### src/rtl/rv_elastic_buffer.sv
// -----------------------------------------------------------------------------
// rv_elastic_buffer
//   DEPTH-entry ready/valid elastic buffer (FIFO) placed between pipeline
//   stages. It sustains one transfer per cycle in each direction, absorbs up to
//   DEPTH cycles of consumer backpressure and reports its occupancy.
//
//   All handshake outputs are decoded from registered state only: there is no
//   combinational path from out_ready to in_ready, nor from in_* to out_*.
//
// Ports
//   clk          clock, all state updates on the rising edge
//   rst_n        asynchronous active-low reset
//   flush        synchronous clear of all entries (dominates push/pop)
//   in_valid     producer has data
//   in_ready     buffer can accept data this cycle
//   in_data      producer payload
//   out_valid    buffer holds data for the consumer
//   out_ready    consumer accepts data this cycle
//   out_data     payload at the head of the buffer
//   count        current occupancy, 0..DEPTH
//   almost_full  count >= AF_LEVEL
// -----------------------------------------------------------------------------
module rv_elastic_buffer #(
    parameter int unsigned DATA_W   = 32,
    parameter int unsigned DEPTH    = 4,
    parameter int unsigned AF_LEVEL = DEPTH - 1
) (
    input  logic                         clk,
    input  logic                         rst_n,
    input  logic                         flush,
    input  logic                         in_valid,
    output logic                         in_ready,
    input  logic [DATA_W-1:0]            in_data,
    output logic                         out_valid,
    input  logic                         out_ready,
    output logic [DATA_W-1:0]            out_data,
    output logic [$clog2(DEPTH+1)-1:0]   count,
    output logic                         almost_full
);

    localparam int unsigned PTR_W = $clog2(DEPTH);
    localparam int unsigned CNT_W = $clog2(DEPTH + 1);

    logic [DATA_W-1:0] mem_q [DEPTH];

    logic [PTR_W-1:0] wr_ptr_q, wr_ptr_d;
    logic [PTR_W-1:0] rd_ptr_q, rd_ptr_d;
    logic [CNT_W-1:0] count_q,  count_d;
    // Low while in reset; holds in_ready low until the first edge after release.
    logic             live_q;

    logic push;
    logic pop;

    // Handshake and status decode from registered state only.
    always_comb begin
        in_ready    = live_q && (count_q != CNT_W'(DEPTH));
        out_valid   = (count_q != '0);
        out_data    = mem_q[rd_ptr_q];
        count       = count_q;
        almost_full = (count_q >= CNT_W'(AF_LEVEL));
        push        = in_valid  && in_ready;
        pop         = out_valid && out_ready;
    end

    // Next-state for pointers and occupancy; flush overrides any transfer.
    always_comb begin
        wr_ptr_d = wr_ptr_q;
        rd_ptr_d = rd_ptr_q;
        count_d  = count_q;
        if (flush) begin
            wr_ptr_d = '0;
            rd_ptr_d = '0;
            count_d  = '0;
        end else begin
            if (push) begin
                wr_ptr_d = wr_ptr_q + PTR_W'(1);
            end
            if (pop) begin
                rd_ptr_d = rd_ptr_q + PTR_W'(1);
            end
            unique case ({push, pop})
                2'b10:   count_d = count_q + CNT_W'(1);
                2'b01:   count_d = count_q - CNT_W'(1);
                default: count_d = count_q;
            endcase
        end
    end

    // Control state register.
    always_ff @(posedge clk or negedge rst_n) begin
        if (!rst_n) begin
            wr_ptr_q <= '0;
            rd_ptr_q <= '0;
            count_q  <= '0;
            live_q   <= 1'b0;
        end else begin
            wr_ptr_q <= wr_ptr_d;
            rd_ptr_q <= rd_ptr_d;
            count_q  <= count_d;
            live_q   <= 1'b1;
        end
    end

    // Payload storage; not reset, a flushed push is never written.
    always_ff @(posedge clk) begin
        if (push && !flush) begin
            mem_q[wr_ptr_q] <= in_data;
        end
    end

endmodule

### config.mk
export PLATFORM = sky130hd
export DESIGN_NAME = rv_elastic_buffer
export DESIGN_NICKNAME = d
export VERILOG_FILES = /design/src/rtl/rv_elastic_buffer.sv
export SDC_FILE = /design/constraint.sdc
export NUM_CORES = 1
export LEC_CHECK = 0
export ABC_CLOCK_PERIOD_IN_PS = 4300
export BUFFER_PORTS_ARGS = -buffer_cell sky130_fd_sc_hd__buf_4
export CORE_UTILIZATION = 50
export DETAILED_ROUTE_END_ITERATION = 6
export GPL_ROUTABILITY_DRIVEN = 0
export GPL_TIMING_DRIVEN = 1
export PLACE_DENSITY_LB_ADDON = 0.08
export SLEW_MARGIN = 5
export SYNTH_ARGS = -nofsm -noshare
export SYNTH_HDL_FRONTEND = slang
export SYNTH_SLANG_ARGS = --single-unit
### constraint.sdc
create_clock -name clk -period 4.3 [get_ports clk]
set_input_delay 0.43 -clock clk [delete_from_list [all_inputs] [get_ports clk]]
set_output_delay 0.43 -clock clk [all_outputs]
set_load 0.1 [all_outputs]
==> qor.yml <==
grt:
  grt_antenna_before_repair: 0
  grt_pass1_vias: 2523
  grt_pass1_wl_um: 13550
  overflow: 0
  grt_start_max_net_pins: 34
  grtUsageTotal: 0.1726
setup_path:
  worst-path-max-fanout: 23
  cp_data_arrival_time_ps: 2570
  start_kind: "flip-flop"
  end_kind: "primary output"
  crit_required_ps: 3870
  critPathKind: "reg2out"
drt:
  viasPerCell: 5.369
  drc_errors: 0
  wire_per_inst_um: 18.89
  vias: 2432
  drtIter0Drc: 103
  ant_nets: 0
  drtPass1Iterations: 4
  drt_wl_total_um: 8558
sta:
  setup_viol_count_final: 0
  tns_ps: 0
  fmax_mhz: 333.7
  finalHoldViolCount: 0
  period_share: 0.6969
  drv_slew: 0
  finalClockSkew_ps: 9.159
  rsz0062_at_grt: "false"
  fin_crit_ps: 2997
  timing.hold.ws_ps: 120.4
  worstMarginPinSlew_ps: 908.8
  max_slew_margin: 0.3942
synth:
  syn_area_mm2: 0.005165
  netlist_instances: 221
  synth_fp_nets: 263
  synth_seq_cells: 136
  synth_cell_types: 33
  avgSynthCellArea_um2: 23.37
  ys.warnings.count: 0
  yosysSeqAreaShare: 0.7829
clock_network:
  clock-sinks: 136
  h-tree-depth: 4
  root_buffer: "clkbuf_8"
  clkLatencyLatePin_ps: 510
  cts_tree: "built"
  post-cts-setup-buffers: 0
  ctsLongestPathBuffers: 2
  clk_pin_slew_ps: 60
  cts_buffers: 17
pwr:
  ir_drop_uv: 692.8
  leakagePower_nw: 2.226
  p_total_mw: 4.615
  p_per_area_mw_per_mm2: 712.3
run_status:
  status: "finished clean"
floorplan:
  num_io_pins: 75
  coreArea_mm2: 0.009910
  die_w_um: 103.6
  start_util: 0.5212
  fp-row-count: 36
  fp.dieArea_mm2: 0.01074
  fp.dieH_um: 103.6
final_layout:
  area_growth_pct: 25.44
  final_nets: 349
  final_cell_area_mm2: 0.006479
  n_antenna_cell: 0
  drive_gt1_frac: 0.4719
place:
  postPlaceCellArea_mm2: 0.005854
  hpwl_um: 4924
  io_buffers: 74
worst_hold_path:
  min_path_type: "in2reg"
flow_run:
  maxCapViolations: 0
stage by stage:
step                instances  setup slack (ps)    util
finish                    453              1303  0.6538
global placement          420              1776  0.5908
floorplan                 221              1258       -
CTS                       453              1222  0.6538
detailed placement        420              1776  0.5908
global route              453              1097  0.6538
cells in the mapped netlist:
| library cell | instances | area share |
|---|---|---|
| a21o_2 | 1 | 0.0017 |
| and2_1 | 4 | 0.0048 |
| conb_1 | 1 | 0.00073 |
| xor2_1 | 1 | 0.0017 |
| a21oi_1 | 1 | 0.00097 |
| clkbuf_1 | 4 | 0.0029 |
| ha_1 | 4 | 0.0097 |
| nand2_1 | 3 | 0.0022 |
| o21ai_0 | 3 | 0.0029 |
| nor3_4 | 1 | 0.0032 |
| nor4b_1 | 1 | 0.0017 |
| nor3b_1 | 1 | 0.0015 |
| edfxtp_1 | 128 | 0.74 |
| or3_2 | 1 | 0.0015 |
| nand3b_1 | 1 | 0.0015 |
| o31a_4 | 1 | 0.0034 |
| nor3b_4 | 1 | 0.0036 |
| dlymetal6s2s_1 | 1 | 0.0024 |
| buf_2 | 4 | 0.0039 |
| mux2i_1 | 1 | 0.0019 |
| or3b_2 | 1 | 0.0017 |
| or3b_1 | 1 | 0.0017 |
| inv_1 | 2 | 0.0015 |
| fa_1 | 1 | 0.0039 |
| nor2_1 | 4 | 0.0029 |
| a21oi_2 | 1 | 0.0017 |
| a211o_1 | 1 | 0.0017 |
| nor3_1 | 3 | 0.0029 |
| mux4_2 | 32 | 0.14 |
| nor2b_1 | 1 | 0.0012 |
| o21a_4 | 1 | 0.0029 |
| dfrtp_1 | 8 | 0.039 |
| xnor2_1 | 2 | 0.0034 |
repair_timing:
item	CTS	global route
endpoints found under the hold margin	8	0
hold buffers	1	0
resized for setup	0	0
worst paths after layout:
check                      depth (start not counted)  slack [ps]           end        start
min in group asynchronous                          2         270        live_q        rst_n
hold / removal                                     1         120  mem_q[0][14]  in_data[14]
setup reg to reg                                   3        2060  mem_q[1][31]     count[2]
hold reg to reg                                    2         610   wr_ptr_q[1]  wr_ptr_q[1]
setup / recovery                                   3        1300  out_data[18]  rd_ptr_q[0]
max in group asynchronous                          2        3880   rd_ptr_q[0]        rst_n
cells in the final DEF, fill, tap and decap left out, drive strengths merged:
cell,n
or3b,2
xor2,1
dlygate4sd3,1
edfxtp,128
mux2i,1
buf,75
clkbuf,19
a21oi,2
o21ai,3
xnor2,2
mux4,32
nor3b,2
o21a,1
inv,5
a21o,1
a211o,1
fa,1
nor3,4
nor2b,1
and2,4
nand2,3
nor2,4
nand3b,1
nor4b,1
clkinvlp,2
dfrtp,8
o31a,1
ha,4
bufinv,4
conb,1
clkinv,4
or3,1
worst max-delay path, cell delays in order (launching register included):
cell and delay [ps]:
dfrtp_2 870, buf_4 390, mux4_2 550, buf_4 250
final cells by class:
class / count / area [um^2]
multi-input cells: 74 / 1071
clock inverters: 13 / 192.7
inverters: 2 / 7.507
clock buffers: 19 / 421.7
repair buffers: 76 / 573.1
fillers: 675 / 3431
flip-flops and latches: 136 / 4046
well taps: 133 / 166.4
power breakdown:
part	total (mW)	internal, mW	switching, mW	leakage, nW
sequential	1.60	1.50	0.105	1.26
combinational	1.52	0.414	1.11	0.674
clock	1.49	0.948	0.540	0.293
routing by layer:
metal	GRT usage	vias to the layer above	part of all wire
li1	-	1097	-
met1	0.2225	1251	0.43
met2	0.2752	72	0.51
met3	0.05916	12	0.053
met4	0.06004	0	0.0099
met5	0	-	0
kinds of logic (layout without fill, tap and decap cells):
logic type	after synthesis	after routing	share of synthesized area
buf+inv	11	110	0.01066
fa+ha+maj	5	5	0.01357
flops	136	136	0.7829
other cells	1	1	0.0007260
compound gates	9	9	0.01526
xor+xnor	3	3	0.005088
simple gates	23	23	0.03028
mux	33	33	0.1415
sequential cells by signal, indices dropped and copies added (netlist names):
name	cells
mem_q	128
count	3
rd_ptr_q	2
wr_ptr_q	2
live_q	1
Power figures use the tool's default switching activity.
